--- config.mk ---
export PLATFORM = sky130hd
export DESIGN_NAME = memory_dumper_flat
export DESIGN_NICKNAME = d
export VERILOG_FILES = /design/src/rtl/memory_dumper_if.sv /design/src/rtl/memory_dumper.sv /design/src/flat_wrapper.sv
export SDC_FILE = /design/constraint.sdc
export NUM_CORES = 1
export LEC_CHECK = 0
export ABC_AREA = 1
export BUFFER_PORTS_ARGS = -buffer_cell sky130_fd_sc_hd__buf_2
export CORE_MARGIN = 4
export CORE_UTILIZATION = 57
export DETAILED_ROUTE_END_ITERATION = 10
export GPL_ROUTABILITY_DRIVEN = 0
export GPL_TIMING_DRIVEN = 1
export PLACE_DENSITY_LB_ADDON = 0.1
export SYNTH_ARGS = -nofsm -noshare
export SYNTH_HDL_FRONTEND = slang
export SYNTH_SLANG_ARGS = --single-unit
--- constraint.sdc ---
create_clock -name clk -period 2.3 [get_ports clk]
set_input_delay 0.46 -clock clk [delete_from_list [all_inputs] [get_ports clk]]
set_output_delay 0.46 -clock clk [all_outputs]
set_load 0.02 [all_outputs]
--- src/rtl/memory_dumper_if.sv ---
// memory_dumper_if
//   Bundles the two handshake buses of the memory dumper:
//     - memory read port : mem_out_addr/mem_out_valid (request),
//                          mem_out_data/mem_out_ready (completion)
//     - UART transmit    : uart_in_data/uart_in_valid (offer),
//                          uart_in_ready (accept)
//   master : the dumper side (drives requests and bytes)
//   slave  : the memory / UART side (drives data and ready)
interface memory_dumper_if;
  logic [31:0] mem_out_addr;
  logic        mem_out_valid;
  logic [31:0] mem_out_data;
  logic        mem_out_ready;
  logic [7:0]  uart_in_data;
  logic        uart_in_valid;
  logic        uart_in_ready;

  modport master (
    output mem_out_addr,
    output mem_out_valid,
    input  mem_out_data,
    input  mem_out_ready,
    output uart_in_data,
    output uart_in_valid,
    input  uart_in_ready
  );

  modport slave (
    input  mem_out_addr,
    input  mem_out_valid,
    output mem_out_data,
    output mem_out_ready,
    input  uart_in_data,
    input  uart_in_valid,
    output uart_in_ready
  );
endinterface

--- src/rtl/memory_dumper.sv ---
// memory_dumper
//   Streams a block of memory words out over the UART transmit byte
//   interface: a 4-byte little-endian length header, then every word
//   little-endian. Triggered by a one-cycle start pulse.
// Ports:
//   clk        in   system clock, rising edge
//   reset      in   asynchronous active-low reset
//   start      in   begin a dump (sampled only in IDLE/DONE)
//   base_addr  in   byte address of first word (captured on start)
//   byte_size  in   dump length in bytes, bits [1:0] ignored
//   busy       out  transfer in progress
//   completed  out  dump finished, held until next start or reset
//   bus        master side of the memory read port and UART tx port
module memory_dumper (
  input  logic               clk,
  input  logic               reset,
  input  logic               start,
  input  logic [31:0]        base_addr,
  input  logic [31:0]        byte_size,
  output logic               busy,
  output logic               completed,
  memory_dumper_if.master    bus
);

  typedef enum logic [2:0] {
    S_IDLE,
    S_SEND_SIZE,
    S_FETCH,
    S_SEND_WORD,
    S_DONE
  } state_t;

  state_t      r_state;
  state_t      w_state_nxt;

  logic [31:0] r_size;
  logic [31:0] r_addr;
  logic [31:0] r_rem;
  logic [31:0] r_word;
  logic [1:0]  r_idx;

  logic [31:0] w_size_nxt;
  logic [31:0] w_addr_nxt;
  logic [31:0] w_rem_nxt;
  logic [31:0] w_word_nxt;
  logic [1:0]  w_idx_nxt;

  logic        r_busy;
  logic        r_completed;
  logic        r_mem_valid;
  logic [31:0] r_mem_addr;
  logic        r_uart_valid;
  logic [7:0]  r_uart_data;

  logic        w_busy_nxt;
  logic        w_completed_nxt;
  logic        w_mem_valid_nxt;
  logic [31:0] w_mem_addr_nxt;
  logic        w_uart_valid_nxt;
  logic [7:0]  w_uart_data_nxt;

  logic        w_byte_acc;
  logic [31:0] w_size_cap;

  assign w_byte_acc = r_uart_valid & bus.uart_in_ready;
  assign w_size_cap = byte_size & 32'hFFFF_FFFC;

  // State register
  always_ff @(posedge clk or negedge reset) begin
    if (!reset) begin
      r_state <= S_IDLE;
    end else begin
      r_state <= w_state_nxt;
    end
  end

  // Next-state and datapath update
  always_comb begin
    w_state_nxt = r_state;
    w_size_nxt  = r_size;
    w_addr_nxt  = r_addr;
    w_rem_nxt   = r_rem;
    w_word_nxt  = r_word;
    w_idx_nxt   = r_idx;
    case (r_state)
      S_IDLE, S_DONE: begin
        if (start) begin
          w_state_nxt = S_SEND_SIZE;
          w_size_nxt  = w_size_cap;
          w_addr_nxt  = base_addr;
          w_rem_nxt   = w_size_cap >> 2;
          w_idx_nxt   = '0;
        end
      end
      S_SEND_SIZE, S_SEND_WORD: begin
        if (w_byte_acc) begin
          // 2-bit index wraps 3->0, so it is already cleared on leaving
          w_idx_nxt = r_idx + 2'd1;
          if (r_idx == 2'd3) begin
            w_state_nxt = (r_rem != '0) ? S_FETCH : S_DONE;
          end
        end
      end
      S_FETCH: begin
        if (bus.mem_out_ready) begin
          w_state_nxt = S_SEND_WORD;
          w_word_nxt  = bus.mem_out_data;
          w_addr_nxt  = r_addr + 32'd4;
          w_rem_nxt   = r_rem - 32'd1;
          w_idx_nxt   = '0;
        end
      end
      default: begin
        w_state_nxt = S_IDLE;
      end
    endcase
  end

  // Output decode from the next state so every output leaves a flop
  always_comb begin
    w_busy_nxt       = 1'b0;
    w_completed_nxt  = 1'b0;
    w_mem_valid_nxt  = 1'b0;
    w_mem_addr_nxt   = '0;
    w_uart_valid_nxt = 1'b0;
    w_uart_data_nxt  = '0;
    case (w_state_nxt)
      S_SEND_SIZE: begin
        w_busy_nxt       = 1'b1;
        w_uart_valid_nxt = 1'b1;
        case (w_idx_nxt)
          2'd0:    w_uart_data_nxt = w_size_nxt[7:0];
          2'd1:    w_uart_data_nxt = w_size_nxt[15:8];
          2'd2:    w_uart_data_nxt = w_size_nxt[23:16];
          default: w_uart_data_nxt = w_size_nxt[31:24];
        endcase
      end
      S_FETCH: begin
        w_busy_nxt      = 1'b1;
        w_mem_valid_nxt = 1'b1;
        w_mem_addr_nxt  = w_addr_nxt;
      end
      S_SEND_WORD: begin
        w_busy_nxt       = 1'b1;
        w_uart_valid_nxt = 1'b1;
        case (w_idx_nxt)
          2'd0:    w_uart_data_nxt = w_word_nxt[7:0];
          2'd1:    w_uart_data_nxt = w_word_nxt[15:8];
          2'd2:    w_uart_data_nxt = w_word_nxt[23:16];
          default: w_uart_data_nxt = w_word_nxt[31:24];
        endcase
      end
      S_DONE: begin
        w_completed_nxt = 1'b1;
      end
      default: begin
        w_busy_nxt = 1'b0;
      end
    endcase
  end

  // Datapath and output registers
  always_ff @(posedge clk or negedge reset) begin
    if (!reset) begin
      r_size       <= '0;
      r_addr       <= '0;
      r_rem        <= '0;
      r_word       <= '0;
      r_idx        <= '0;
      r_busy       <= 1'b0;
      r_completed  <= 1'b0;
      r_mem_valid  <= 1'b0;
      r_mem_addr   <= '0;
      r_uart_valid <= 1'b0;
      r_uart_data  <= '0;
    end else begin
      r_size       <= w_size_nxt;
      r_addr       <= w_addr_nxt;
      r_rem        <= w_rem_nxt;
      r_word       <= w_word_nxt;
      r_idx        <= w_idx_nxt;
      r_busy       <= w_busy_nxt;
      r_completed  <= w_completed_nxt;
      r_mem_valid  <= w_mem_valid_nxt;
      r_mem_addr   <= w_mem_addr_nxt;
      r_uart_valid <= w_uart_valid_nxt;
      r_uart_data  <= w_uart_data_nxt;
    end
  end

  assign busy              = r_busy;
  assign completed         = r_completed;
  assign bus.mem_out_valid = r_mem_valid;
  assign bus.mem_out_addr  = r_mem_addr;
  assign bus.uart_in_valid = r_uart_valid;
  assign bus.uart_in_data  = r_uart_data;

endmodule

--- src/flat_wrapper.sv ---
// flat-port wrapper written by rule: the top's interface ports become plain ports
module memory_dumper_flat 
  (clk, reset, start, base_addr, byte_size, busy, completed, bus_mem_out_addr, bus_mem_out_valid, bus_mem_out_data, bus_mem_out_ready, bus_uart_in_data, bus_uart_in_valid, bus_uart_in_ready);
  memory_dumper_if bus_i ();
  input  logic clk;
  input  logic reset;
  input  logic start;
  input  logic [31:0] base_addr;
  input  logic [31:0] byte_size;
  output logic busy;
  output logic completed;
  output wire logic [$bits(bus_i.mem_out_addr)-1:0] bus_mem_out_addr;
  output wire logic [$bits(bus_i.mem_out_valid)-1:0] bus_mem_out_valid;
  input wire logic [$bits(bus_i.mem_out_data)-1:0] bus_mem_out_data;
  input wire logic [$bits(bus_i.mem_out_ready)-1:0] bus_mem_out_ready;
  output wire logic [$bits(bus_i.uart_in_data)-1:0] bus_uart_in_data;
  output wire logic [$bits(bus_i.uart_in_valid)-1:0] bus_uart_in_valid;
  input wire logic [$bits(bus_i.uart_in_ready)-1:0] bus_uart_in_ready;
  assign bus_mem_out_addr = bus_i.mem_out_addr;
  assign bus_mem_out_valid = bus_i.mem_out_valid;
  assign bus_i.mem_out_data = bus_mem_out_data;
  assign bus_i.mem_out_ready = bus_mem_out_ready;
  assign bus_uart_in_data = bus_i.uart_in_data;
  assign bus_uart_in_valid = bus_i.uart_in_valid;
  assign bus_i.uart_in_ready = bus_uart_in_ready;
  memory_dumper u_core (.clk(clk), .reset(reset), .start(start), .base_addr(base_addr), .byte_size(byte_size), .busy(busy), .completed(completed), .bus(bus_i));
endmodule
==> flow_results.xml, run 1 <==
<?xml version="1.0" encoding="UTF-8"?>
<metrics>
  <group name="run_status">
    <metric name="result_of_the_run" unit="">finished clean</metric>
  </group>
  <group name="yosys">
    <metric name="synth-main-ff-cell" unit="">sky130_fd_sc_hd__dfrtp_1</metric>
    <metric name="synthesis.nets" unit="">1329</metric>
    <metric name="async_reset_ff_frac" unit="">1.00</metric>
    <metric name="yosysWarningCount" unit="">0</metric>
    <metric name="netlist_area_pre_place" unit="sq um">9310</metric>
    <metric name="synth.distinct_cells" unit="">45</metric>
    <metric name="syn-instance-count" unit="">1225</metric>
    <metric name="synth-edff-count" unit="">0</metric>
    <metric name="yosysTopAreaCell" unit="">sky130_fd_sc_hd__dfrtp_1</metric>
    <metric name="post-synth-top-area-fraction" unit="">0.476</metric>
    <metric name="top_cells_by_area_in_the_synthesized_netlist" unit="">sky130_fd_sc_hd__dfrtp_1 48%, sky130_fd_sc_hd__nand2_1 15%, sky130_fd_sc_hd__nand3_1 6.7%</metric>
    <metric name="seq_area_frac_synth" unit="">0.476</metric>
    <metric name="synth.avg_cell_area" unit="sq um">7.60</metric>
    <metric name="synth.ff_latch_count" unit="">177</metric>
  </group>
  <group name="route">
    <metric name="postRouteAntennaNets" unit="">0</metric>
    <metric name="detail_route.vias_per_cell" unit="">5.33</metric>
    <metric name="drt_drc_violations_left" unit="">0</metric>
    <metric name="wirelength" unit="um">24000</metric>
    <metric name="routed-via-count" unit="">8507</metric>
    <metric name="detailedRoute.firstPassIterationCount" unit="">5</metric>
    <metric name="drt_iter0_drc" unit="">608</metric>
    <metric name="routedWlPerCell" unit="um">15.0</metric>
  </group>
  <group name="sta">
    <metric name="fin_setup_tns" unit="ns">0</metric>
    <metric name="slew_at_the_pin_closest_to_its_max_slew_limit" unit="ns">0.593</metric>
    <metric name="final_min_period_over_clock_period" unit="">0.879</metric>
    <metric name="slew-limit-headroom" unit="">0.605</metric>
    <metric name="fmax" unit="MHz">495</metric>
    <metric name="finalMaxSlewViolations" unit="">0</metric>
    <metric name="setup_violations" unit="">0</metric>
    <metric name="rsz0062_at_grt" unit="">no</metric>
    <metric name="timing.hold.ws" unit="ns">0.00493</metric>
    <metric name="min_period" unit="ns">2.02</metric>
    <metric name="final-hold-violation-count" unit="">0</metric>
    <metric name="timing.clock.skew" unit="ns">0.0102</metric>
  </group>
  <group name="placed_design">
    <metric name="dp_hpwl" unit="um">17700</metric>
    <metric name="port-buffer-count" unit="">142</metric>
  </group>
  <group name="clock_network">
    <metric name="worstSkewPairLatency" unit="ns">0.43</metric>
    <metric name="htreeDepth" unit="">4</metric>
    <metric name="cts_hold_buffers" unit="">0</metric>
    <metric name="cts_num_sinks" unit="">177</metric>
    <metric name="cts-buffers-inserted" unit="">17</metric>
    <metric name="clock_tree_from_tritoncts" unit="">yes</metric>
    <metric name="ctsResizeCount" unit="">0</metric>
    <metric name="cts-root-buf" unit="">sky130_fd_sc_hd__clkbuf_16</metric>
    <metric name="cts.path.max_buffers" unit="">2</metric>
    <metric name="worst_setup_hold_path_clk_slew" unit="ns">0.06</metric>
    <metric name="number_of_setup_buffers_added_after_cts" unit="">0</metric>
  </group>
  <group name="setup_path">
    <metric name="cp.depth" unit="">10</metric>
    <metric name="worstPathBufferInverterCount" unit="">2</metric>
    <metric name="timing.rr.start" unit="">u_core.r_rem[0]</metric>
    <metric name="timing.critical_path.cells" unit="">inv_1 -&gt; ha_1 -&gt; nand3_1 -&gt; nor2_2 -&gt; nand4_1 -&gt; nand2_1 -&gt; nand2_2 -&gt; nand2_4 -&gt; buf_12 -&gt; a21oi_1</metric>
    <metric name="timing.reg2reg.setup_slack" unit="ns">0.28</metric>
    <metric name="critical-path-slowest-cell" unit="">sky130_fd_sc_hd__dfrtp_1</metric>
    <metric name="arrival" unit="ns">2.33</metric>
    <metric name="reg2reg_depth" unit="">10</metric>
    <metric name="worst_setup_path_start_kind" unit="">register</metric>
    <metric name="worstReg2RegEnd" unit="">u_core.bus.mem_out_addr[29]</metric>
    <metric name="critPathTopFamily" unit="">simple AND/OR/NAND/NOR gates</metric>
    <metric name="timing.critical_path.slowest_cell_delay" unit="ns">0.37</metric>
    <metric name="timing_worst_setup_path_type" unit="">register to register</metric>
    <metric name="cp.required" unit="ns">2.61</metric>
    <metric name="crit_path_max_fanout" unit="">19</metric>
    <metric name="critical_path.endpoint_type" unit="">register</metric>
  </group>
  <group name="grt">
    <metric name="grt_pass1_wl" unit="um">39000</metric>
    <metric name="antenna_found_initial" unit="">0</metric>
    <metric name="grt-ovfl-total" unit="">0</metric>
    <metric name="globalRouteTotalUtil" unit="">0.269</metric>
    <metric name="first_global_vias" unit="">7853</metric>
    <metric name="grt_start_max_net_pins" unit="">61</metric>
  </group>
  <group name="floorplan">
    <metric name="design.die.area" unit="sq um">18400</metric>
    <metric name="num_rows" unit="">46</metric>
    <metric name="core_area" unit="sq um">15900</metric>
    <metric name="die_width" unit="um">136</metric>
    <metric name="io_pins" unit="">145</metric>
    <metric name="start_util" unit="">0.584</metric>
    <metric name="die_height" unit="um">136</metric>
  </group>
  <group name="cells_and_area">
    <metric name="syn2layout_area_growth" unit="%">17.3</metric>
    <metric name="mostFrequentLayoutCell" unit="">sky130_fd_sc_hd__nand2_1</metric>
    <metric name="antenna-diode-count" unit="">0</metric>
    <metric name="most-common-layout-cells" unit="">360 x sky130_fd_sc_hd__nand2_1, 177 x sky130_fd_sc_hd__dfrtp_1, 141 x sky130_fd_sc_hd__buf_2</metric>
    <metric name="drive_gt1_frac" unit="">0.185</metric>
    <metric name="nets" unit="">1472</metric>
  </group>
  <group name="power">
    <metric name="cellInternalPower" unit="W">0.00820</metric>
    <metric name="clockPowerShare" unit="">0.207</metric>
    <metric name="power.density_cell_area" unit="nW/um^2">1310</metric>
    <metric name="net-switching-power" unit="W">0.00611</metric>
    <metric name="ir_drop" unit="mV">0.723</metric>
    <metric name="power_frac_comb" unit="">0.436</metric>
    <metric name="switching_share" unit="">0.427</metric>
    <metric name="seq_power_share" unit="">0.357</metric>
    <metric name="leakage" unit="nW">5.65</metric>
  </group>
  <group name="min_path">
    <metric name="worst_hold_path_type" unit="">primary input to async pin</metric>
  </group>
  <group name="job">
    <metric name="maxcap_violations" unit="">0</metric>
  </group>
</metrics>
## state kept, by name (all words and copies together) (netlist names), 2 cells and up
signal / cells
u_core.r_rem: 32
u_core.r_word: 32
u_core.bus.mem_out_addr: 32
u_core.r_addr: 32
u_core.r_idx: 2
u_core.bus.uart_in_data: 8
u_core.r_size: 32
u_core.r_state: 3
## power by group through the flow
stage,Clock [W],Combinational [W],Sequential [W]
CTS,0.00299,0.00624,0.00508
detailed placement,0,0.00620,0.00512
floorplan,0,0.00436,0.00518
global placement,0,0.00604,0.00510
global route,0.00312,0.00710,0.00525
finish,0.00296,0.00624,0.00510
## per-stage QoR
stage | cell area [sq um] | std cells | setup WS, ns | util | power [W]
2_1_floorplan | 9310 | 1225 | 0.637 | - | 0.00954
3_3_place_gp | 10300 | 1565 | 0.305 | 0.647 | 0.0111
3_5_place_dp | 10300 | 1565 | 0.299 | 0.647 | 0.0113
4_1_cts | 10900 | 1597 | 0.276 | 0.685 | 0.0143
5_1_grt | 10900 | 1597 | 0.0563 | 0.685 | 0.0155
6_report | 10900 | 1597 | 0.279 | 0.685 | 0.0143
## final cells by class
cell class	count	area, sq um
Clock buffer	21	460
Clock inverter	11	136
Fill cell	1368	5020
Inverter	135	509
Multi-Input combinational cell	867	4090
Sequential cell	177	4430
Tap cell	216	270
Timing Repair Buffer	170	1030
## worst register-to-register path: cells and delay by family (launching register included)
kind | cells | cell delay [ns]
simple gates | 6 | 1.00
flops | 1 | 0.37
buf+inv | 2 | 0.28
fa+ha+maj | 1 | 0.19
compound gates | 1 | 0.07
## Yosys cell counts (6+ instances only)
master / count
sky130_fd_sc_hd__nand2_1: 361
sky130_fd_sc_hd__dfrtp_1: 177
sky130_fd_sc_hd__inv_1: 126
sky130_fd_sc_hd__nand3_1: 125
sky130_fd_sc_hd__nor2_1: 103
sky130_fd_sc_hd__o21ai_0: 89
sky130_fd_sc_hd__a21oi_1: 46
sky130_fd_sc_hd__o21ai_1: 26
sky130_fd_sc_hd__buf_2: 17
sky130_fd_sc_hd__xor2_1: 14
sky130_fd_sc_hd__nand4_1: 13
sky130_fd_sc_hd__buf_4: 12
sky130_fd_sc_hd__a21oi_2: 10
sky130_fd_sc_hd__clkbuf_1: 10
sky130_fd_sc_hd__nor2_2: 10
sky130_fd_sc_hd__nor3_1: 10
sky130_fd_sc_hd__inv_2: 8
sky130_fd_sc_hd__buf_6: 6
sky130_fd_sc_hd__nand2_2: 6
sky130_fd_sc_hd__or2_1: 6
## layer usage
metal	GRT usage	wire length [um]	vias to the layer above
met2	0.397	10700	282
met3	0.0501	1660	37
met5	0	0	-
met1	0.401	11200	3966
li1	-	-	4222
met4	0.0901	514	0
## logic make-up (layout without fill, tap and decap cells)
logic type / Yosys count / after routing / synth area share
simple gates: 658 / 658 / 0.307
compound gates: 189 / 189 / 0.112
buf+inv: 181 / 337 / 0.0852
flops: 177 / 177 / 0.476
xor+xnor: 16 / 16 / 0.0151
fa+ha+maj: 3 / 3 / 0.00403
mux: 1 / 1 / 0.00121
## worst max-delay path by stage
stage | start | endpoint | slack, ns
finish | u_core.r_rem[0] | u_core.bus.mem_out_addr[29] | 0.28
global route | u_core.r_addr[2] | u_core.bus.mem_out_addr[30] | 0.06
CTS | u_core.r_rem[0] | u_core.bus.mem_out_addr[29] | 0.28
detailed placement | u_core.r_rem[0] | u_core.bus.mem_out_addr[29] | 0.30
global placement | u_core.r_rem[0] | u_core.bus.mem_out_addr[29] | 0.31
floorplan | u_core.r_rem[0] | u_core.bus.mem_out_addr[15] | 0.64
Note: power is estimated with default switching activity, not from simulation.
==> run 2, diff against run 1 <==
- CORE_UTILIZATION: 57 -> 35
- clock period: 2.3 -> 2.15 ns (I/O delays scaled with it)
==> flow_results.xml, run 2 (same netlist as run 1, synthesis figures left out) <==
<?xml version="1.0" encoding="UTF-8"?>
<metrics>
  <group name="floorplan">
    <metric name="design.die.area" unit="sq um">29300</metric>
    <metric name="io_pins" unit="">145</metric>
    <metric name="start_util" unit="">0.356</metric>
    <metric name="die_height" unit="um">171</metric>
    <metric name="die_width" unit="um">171</metric>
    <metric name="core_area" unit="sq um">26100</metric>
    <metric name="num_rows" unit="">59</metric>
  </group>
  <group name="cells_and_area">
    <metric name="fillers" unit="">2757</metric>
    <metric name="antenna-diode-count" unit="">0</metric>
    <metric name="drive_gt1_frac" unit="">0.192</metric>
    <metric name="syn2layout_area_growth" unit="%">20.1</metric>
    <metric name="layout.cells.non_filler" unit="">1724</metric>
    <metric name="seq_area" unit="sq um">4430</metric>
    <metric name="total_area_of_multi_input_combinational_cells" unit="sq um">4090</metric>
    <metric name="most-common-layout-cells" unit="">360 x sky130_fd_sc_hd__nand2_1, 177 x sky130_fd_sc_hd__dfrtp_1, 141 x sky130_fd_sc_hd__buf_2</metric>
    <metric name="nets" unit="">1481</metric>
    <metric name="mostFrequentLayoutCell" unit="">sky130_fd_sc_hd__nand2_1</metric>
  </group>
  <group name="min_path">
    <metric name="min_path_cells" unit="">3</metric>
    <metric name="min-delay-start" unit="">bus_mem_out_data[19]</metric>
    <metric name="worst_hold_path_type" unit="">primary input to register</metric>
    <metric name="whs_endpoint" unit="">u_core.r_word[19]</metric>
  </group>
  <group name="power">
    <metric name="ir_drop" unit="mV">0.589</metric>
    <metric name="leakage" unit="nW">5.71</metric>
    <metric name="clockPowerShare" unit="">0.208</metric>
    <metric name="cellInternalPower" unit="W">0.00873</metric>
    <metric name="seq_power_share" unit="">0.352</metric>
    <metric name="power_frac_comb" unit="">0.441</metric>
    <metric name="net-switching-power" unit="W">0.00680</metric>
    <metric name="power.density_cell_area" unit="nW/um^2">1390</metric>
    <metric name="switching_share" unit="">0.438</metric>
    <metric name="design_power_total" unit="W">0.0155</metric>
  </group>
  <group name="setup_path">
    <metric name="worst_setup_path_start_kind" unit="">register</metric>
    <metric name="reg2reg_depth" unit="">10</metric>
    <metric name="timing_worst_setup_path_type" unit="">register to register</metric>
    <metric name="crit_path_max_fanout" unit="">5</metric>
    <metric name="arrival" unit="ns">2.38</metric>
    <metric name="worstReg2RegEnd" unit="">u_core.r_rem[30]</metric>
    <metric name="critical_path.endpoint_type" unit="">register</metric>
    <metric name="timing.rr.start" unit="">u_core.r_rem[0]</metric>
    <metric name="cp.required" unit="ns">2.52</metric>
    <metric name="timing.reg2reg.setup_slack" unit="ns">0.14</metric>
  </group>
  <group name="sta">
    <metric name="min_period" unit="ns">2.01</metric>
    <metric name="final_min_period_over_clock_period" unit="">0.936</metric>
    <metric name="timing.clock.skew" unit="ns">0.0120</metric>
    <metric name="finalMaxSlewViolations" unit="">0</metric>
    <metric name="final-hold-violation-count" unit="">0</metric>
    <metric name="setup_violations" unit="">0</metric>
    <metric name="timing.hold.ws" unit="ns">0.227</metric>
    <metric name="slew_at_the_pin_closest_to_its_max_slew_limit" unit="ns">0.521</metric>
    <metric name="slew-limit-headroom" unit="">0.653</metric>
    <metric name="rsz0062_at_grt" unit="">no</metric>
    <metric name="fin_setup_tns" unit="ns">0</metric>
    <metric name="fmax" unit="MHz">497</metric>
  </group>
  <group name="route">
    <metric name="drt_drc_violations_left" unit="">0</metric>
    <metric name="detailedRoute.firstPassIterationCount" unit="">5</metric>
    <metric name="routedWlPerCell" unit="um">15.9</metric>
    <metric name="postRouteAntennaNets" unit="">0</metric>
    <metric name="detail_route.vias_per_cell" unit="">4.82</metric>
    <metric name="drt_iter0_drc" unit="">509</metric>
    <metric name="routed-via-count" unit="">8304</metric>
    <metric name="wirelength" unit="um">27400</metric>
  </group>
  <group name="clock_network">
    <metric name="clock_tree_from_tritoncts" unit="">yes</metric>
    <metric name="cts_num_sinks" unit="">177</metric>
    <metric name="htreeDepth" unit="">4</metric>
    <metric name="worst_setup_hold_path_clk_slew" unit="ns">0.07</metric>
    <metric name="cts-root-buf" unit="">sky130_fd_sc_hd__clkbuf_16</metric>
    <metric name="worstSkewPairLatency" unit="ns">0.44</metric>
    <metric name="cts.path.max_buffers" unit="">2</metric>
    <metric name="cts-buffers-inserted" unit="">17</metric>
  </group>
  <group name="grt">
    <metric name="grt_pass1_wl" unit="um">44000</metric>
    <metric name="first_global_vias" unit="">8244</metric>
    <metric name="globalRouteTotalUtil" unit="">0.190</metric>
    <metric name="grt-ovfl-total" unit="">0</metric>
    <metric name="grt_start_max_net_pins" unit="">52</metric>
    <metric name="antenna_found_initial" unit="">0</metric>
  </group>
  <group name="run_status">
    <metric name="result_of_the_run" unit="">finished clean</metric>
  </group>
  <group name="placed_design">
    <metric name="port-buffer-count" unit="">142</metric>
    <metric name="place_inst" unit="">1690</metric>
    <metric name="dp_hpwl" unit="um">20400</metric>
  </group>
  <group name="job">
    <metric name="maxcap_violations" unit="">0</metric>
  </group>
</metrics>
run 2: area by class of cell:
| class | count | area share |
|---|---|---|
| timing repair buffer | 179 | 0.102 |
| multi-input combinational | 867 | 0.366 |
| inverter | 135 | 0.0456 |
| sequential | 177 | 0.396 |
| tap | 335 | 0.0375 |
| clock buffer | 17 | 0.0381 |
| clock inverter | 14 | 0.0149 |
run 2: worst max-delay path by stage:
stage                                  end  cells after the start  slack, ns               from
4_1_cts         u_core.bus.uart_in_data[7]                     11       0.16  u_core.r_state[2]
3_5_place_dp    u_core.bus.uart_in_data[7]                     11       0.17  u_core.r_state[2]
6_report                  u_core.r_rem[30]                     10       0.14    u_core.r_rem[0]
3_3_place_gp   u_core.bus.mem_out_addr[17]                      9       0.19  bus_mem_out_ready
5_1_grt                   u_core.r_rem[17]                     10      0.002  u_core.r_state[1]
2_1_floorplan  u_core.bus.mem_out_addr[15]                     10       0.49    u_core.r_rem[0]
run 2: power groups by stage:
| stage | logic (W) | clock network, W | registers (W) |
|---|---|---|---|
| after floorplan | 0.00467 | 0 | 0.00554 |
| final | 0.00684 | 0.00322 | 0.00546 |
| after global placement | 0.00682 | 0 | 0.00551 |
| after global routing | 0.00778 | 0.00345 | 0.00563 |
| after detailed placement | 0.00688 | 0 | 0.00552 |
| after CTS | 0.00691 | 0.00331 | 0.00546 |
run 2: through the flow:
step	utilization	area (sq um)	setup slack (ns)
after floorplan	-	9310	0.487
after global placement	0.404	10600	0.193
after detailed placement	0.404	10600	0.169
after CTS	0.427	11200	0.156
after global routing	0.428	11200	0.00221
final	0.428	11200	0.138
run 2: critical path, cell delays in order (launching register included):
cell and delay (ns):
sky130_fd_sc_hd__dfrtp_1 0.38, sky130_fd_sc_hd__inv_1 0.10, sky130_fd_sc_hd__ha_1 0.20, sky130_fd_sc_hd__nand3_1 0.15, sky130_fd_sc_hd__nor2_2 0.21, sky130_fd_sc_hd__buf_4 0.16, sky130_fd_sc_hd__nand3_1 0.11, sky130_fd_sc_hd__nor2_1 0.24
sky130_fd_sc_hd__nand3_1 0.13, sky130_fd_sc_hd__a21oi_1 0.14, sky130_fd_sc_hd__o21a_1 0.13
run 2: layer usage:
metal | up-vias | track usage | wire, um
met5 | - | 0 | 0
met1 | 3894 | 0.259 | 12700
met4 | 0 | 0.0406 | 342
met2 | 151 | 0.322 | 13300
met3 | 23 | 0.0296 | 971
li1 | 4236 | - | -
run 2: repair_timing:
action / CTS / global route
setup buffers: 0 / 2
endpoints found under the setup margin: 0 / 3
hold endpoints to repair: 46 / 0
gates resized for setup: 0 / 2
hold buffers: 1 / 0
==> run 3, diff against run 2 <==
- ABC_AREA: 1 -> unset
==> flow_results.xml, run 3 <==
<?xml version="1.0" encoding="UTF-8"?>
<metrics>
  <group name="run_status">
    <metric name="result_of_the_run" unit="">finished with violations</metric>
    <metric name="violations" unit="">setup timing</metric>
  </group>
  <group name="yosys">
    <metric name="synth.most_common_cell" unit="">sky130_fd_sc_hd__dfrtp_1</metric>
    <metric name="async_reset_ff_frac" unit="">1.00</metric>
    <metric name="synth.ff_latch_count" unit="">177</metric>
    <metric name="synth-edff-count" unit="">0</metric>
    <metric name="synth_commonest_cells" unit="">177 x sky130_fd_sc_hd__dfrtp_1, 80 x sky130_fd_sc_hd__mux2_2, 75 x sky130_fd_sc_hd__nand2_1</metric>
    <metric name="yosysWarningCount" unit="">0</metric>
    <metric name="post-synth-top-area-fraction" unit="">0.522</metric>
    <metric name="seq_area_frac_synth" unit="">0.522</metric>
    <metric name="synthesis.nets" unit="">905</metric>
    <metric name="synth.avg_cell_area" unit="sq um">10.6</metric>
    <metric name="yosysTopAreaCell" unit="">sky130_fd_sc_hd__dfrtp_1</metric>
    <metric name="syn-instance-count" unit="">801</metric>
    <metric name="synth-main-ff-cell" unit="">sky130_fd_sc_hd__dfrtp_1</metric>
    <metric name="synth.distinct_cells" unit="">66</metric>
    <metric name="netlist_area_pre_place" unit="sq um">8480</metric>
    <metric name="top_cells_by_area_in_the_synthesized_netlist" unit="">sky130_fd_sc_hd__dfrtp_1 52%, sky130_fd_sc_hd__mux2_2 11%, sky130_fd_sc_hd__nand2_1 3.3%</metric>
  </group>
  <group name="floorplan">
    <metric name="design.die.area" unit="sq um">26800</metric>
    <metric name="die_height" unit="um">164</metric>
    <metric name="start_util" unit="">0.358</metric>
    <metric name="num_rows" unit="">56</metric>
    <metric name="io_pins" unit="">145</metric>
    <metric name="core_area" unit="sq um">23700</metric>
    <metric name="die_width" unit="um">164</metric>
  </group>
  <group name="clock_network">
    <metric name="clock_tree_from_tritoncts" unit="">yes</metric>
    <metric name="htreeDepth" unit="">4</metric>
    <metric name="cts_num_sinks" unit="">177</metric>
    <metric name="worst_setup_hold_path_clk_slew" unit="ns">0.08</metric>
    <metric name="cts.path.max_buffers" unit="">2</metric>
    <metric name="cts-root-buf" unit="">sky130_fd_sc_hd__clkbuf_16</metric>
    <metric name="cts-buffers-inserted" unit="">17</metric>
    <metric name="worstSkewPairLatency" unit="ns">0.43</metric>
  </group>
  <group name="cells_and_area">
    <metric name="postLayoutCellArea" unit="sq um">11600</metric>
    <metric name="drive_gt1_frac" unit="">0.439</metric>
    <metric name="nets" unit="">1152</metric>
    <metric name="most-common-layout-cells" unit="">177 x sky130_fd_sc_hd__dfrtp_1, 141 x sky130_fd_sc_hd__buf_2, 105 x sky130_fd_sc_hd__buf_4</metric>
    <metric name="syn2layout_area_growth" unit="%">37.1</metric>
    <metric name="mostFrequentLayoutCell" unit="">sky130_fd_sc_hd__dfrtp_1</metric>
    <metric name="layout.cells.non_filler" unit="">1380</metric>
    <metric name="antenna-diode-count" unit="">0</metric>
    <metric name="fillers" unit="">2272</metric>
  </group>
  <group name="sta">
    <metric name="layout_setup_ws" unit="ns">-0.229</metric>
    <metric name="setup_violations" unit="">55</metric>
    <metric name="finalMaxSlewViolations" unit="">0</metric>
    <metric name="final-hold-violation-count" unit="">0</metric>
    <metric name="timing.clock.skew" unit="ns">0.0175</metric>
    <metric name="fmax" unit="MHz">420</metric>
    <metric name="rsz0062_at_grt" unit="">yes</metric>
    <metric name="final_min_period_over_clock_period" unit="">1.11</metric>
    <metric name="slew-limit-headroom" unit="">0.670</metric>
    <metric name="min_period" unit="ns">2.38</metric>
    <metric name="slew_at_the_pin_closest_to_its_max_slew_limit" unit="ns">0.488</metric>
  </group>
  <group name="grt">
    <metric name="globalRouteTotalUtil" unit="">0.181</metric>
    <metric name="first_global_vias" unit="">6989</metric>
    <metric name="grt_start_max_net_pins" unit="">44</metric>
    <metric name="antenna_found_initial" unit="">0</metric>
    <metric name="grt-ovfl-total" unit="">0</metric>
    <metric name="grt_pass1_wl" unit="um">37900</metric>
  </group>
  <group name="setup_path">
    <metric name="cp.depth" unit="">11</metric>
    <metric name="timing_worst_setup_path_type" unit="">register to register</metric>
    <metric name="crit_path_max_fanout" unit="">8</metric>
    <metric name="worstPathBufferInverterCount" unit="">4</metric>
    <metric name="timing.critical_path.slowest_cell_delay" unit="ns">0.50</metric>
    <metric name="timing.rr.start" unit="">u_core.r_rem[0]</metric>
    <metric name="critical_path.endpoint_type" unit="">register</metric>
    <metric name="timing.critical_path.cells" unit="">inv_1 -&gt; ha_2 -&gt; or4b_4 -&gt; or2_4 -&gt; nor4_4 -&gt; buf_4 -&gt; nor2_2 -&gt; o21bai_4 -&gt; buf_12 -&gt; clkbuf_16 -&gt; nor2b_1</metric>
    <metric name="cp.required" unit="ns">2.47</metric>
    <metric name="critPathTopFamily" unit="">simple AND/OR/NAND/NOR gates</metric>
    <metric name="worstReg2RegEnd" unit="">u_core.bus.mem_out_addr[2]</metric>
    <metric name="worst_setup_path_start_kind" unit="">register</metric>
    <metric name="timing.reg2reg.setup_slack" unit="ns">-0.23</metric>
    <metric name="reg2reg_depth" unit="">11</metric>
    <metric name="critical-path-slowest-cell" unit="">sky130_fd_sc_hd__or4b_4</metric>
    <metric name="arrival" unit="ns">2.70</metric>
  </group>
  <group name="placed_design">
    <metric name="place_inst" unit="">1332</metric>
    <metric name="placed_area" unit="sq um">10500</metric>
    <metric name="pre_cts_slack" unit="ns">-0.291</metric>
    <metric name="dp_hpwl" unit="um">17400</metric>
    <metric name="port-buffer-count" unit="">142</metric>
  </group>
  <group name="min_path">
    <metric name="worst_hold_path_type" unit="">primary input to register</metric>
    <metric name="whs_endpoint" unit="">u_core.r_addr[0]</metric>
    <metric name="min_path_cells" unit="">3</metric>
    <metric name="min-delay-start" unit="">base_addr[0]</metric>
  </group>
  <group name="power">
    <metric name="leakage" unit="nW">5.33</metric>
    <metric name="power.density_cell_area" unit="nW/um^2">1210</metric>
    <metric name="ir_drop" unit="mV">0.650</metric>
  </group>
  <group name="route">
    <metric name="postRouteAntennaNets" unit="">0</metric>
    <metric name="routed-via-count" unit="">7028</metric>
    <metric name="detail_route.vias_per_cell" unit="">5.09</metric>
    <metric name="drt_drc_violations_left" unit="">0</metric>
    <metric name="wirelength" unit="um">24600</metric>
    <metric name="detailedRoute.firstPassIterationCount" unit="">6</metric>
    <metric name="drt_iter0_drc" unit="">441</metric>
    <metric name="routedWlPerCell" unit="um">17.8</metric>
  </group>
  <group name="job">
    <metric name="maxcap_violations" unit="">0</metric>
  </group>
</metrics>
==> run 3: logic make-up (layout without fill, tap and decap cells) <==
group / Yosys count / count (layout) / share of synthesized area
AOI/OAI and AO/OA: 191 / 191 / 0.149
xor gates and xnor gates: 11 / 11 / 0.0114
adders and majority gates: 3 / 3 / 0.00443
buffers and inverters: 66 / 326 / 0.0330
DFF: 177 / 177 / 0.522
muxes: 90 / 90 / 0.118
and+or+nand+nor: 263 / 263 / 0.162
==> run 3: metrics by stage <==
stage                     TNS (ns)   util  total power (W)  hold WS (ns)
after floorplan              -6.43      -          0.00800         0.134
after global routing        -16.80  0.491           0.0149         0.214
final                        -9.94  0.491           0.0140         0.218
after global placement      -10.91  0.442           0.0104         0.399
after CTS                    -7.76  0.475           0.0137         0.199
after detailed placement    -12.94  0.442           0.0104         0.400
==> run 3: worst max-delay path by stage <==
| stage | start | to | slack, ns |
|---|---|---|---|
| after floorplan | u_core.r_rem[0] | u_core.bus.uart_in_data[2] | -0.17 |
| after global placement | u_core.r_rem[1] | u_core.bus.mem_out_addr[28] | -0.24 |
| after detailed placement | u_core.r_rem[1] | u_core.bus.mem_out_addr[20] | -0.29 |
| after CTS | u_core.r_rem[0] | u_core.bus.mem_out_addr[15] | -0.20 |
| after global routing | u_core.r_rem[0] | u_core.bus.mem_out_addr[24] | -0.36 |
| final | u_core.r_rem[0] | u_core.bus.mem_out_addr[2] | -0.23 |
==> run 3: area by class of cell <==
class                   instances  area, sq um  area share
clock buffers                  18          439      0.0378
clock inverters                14          160      0.0138
inverters                      15         56.3     0.00484
multi-input cells             558         4120       0.355
flip-flops and latches        177         4430       0.381
well taps                     319          399      0.0343
repair buffers                279         2020       0.174
==> run 3: power by group <==
part	total, W	switching [W]	internal (W)	leakage [nW]
clock network	0.00316	0.00156	0.00160	0.287
registers	0.00450	0.000355	0.00415	2.27
logic	0.00637	0.00326	0.00311	2.77
total	0.0140	0.00517	0.00886	5.33
==> run 3: what timing repair did <==
action,in CTS,in global routing
buffers inserted,3,10
pin swaps,19,30
hold endpoints to repair,39,0
endpoints found under the setup margin,60,75
hold buffers,1,0
resized for setup,35,57
cloned,0,3
==> run 3: worst register-to-register path: cells and delay by family (launching register included) <==
kind | cells | cell delay [ns]
adders and majority gates | 1 | 0.17
DFF | 1 | 0.40
AOI/OAI and AO/OA | 1 | 0.15
and+or+nand+nor | 5 | 1.02
buffers and inverters | 4 | 0.52
==> run 3: routing by layer <==
layer / vias to the layer above / GRT usage / part of all wire
met3: 27 / 0.0333 / 0.046
met1: 3406 / 0.255 / 0.46
met5: - / 0 / 0
li1: 3431 / - / -
met4: 0 / 0.0545 / 0.018
met2: 164 / 0.283 / 0.47
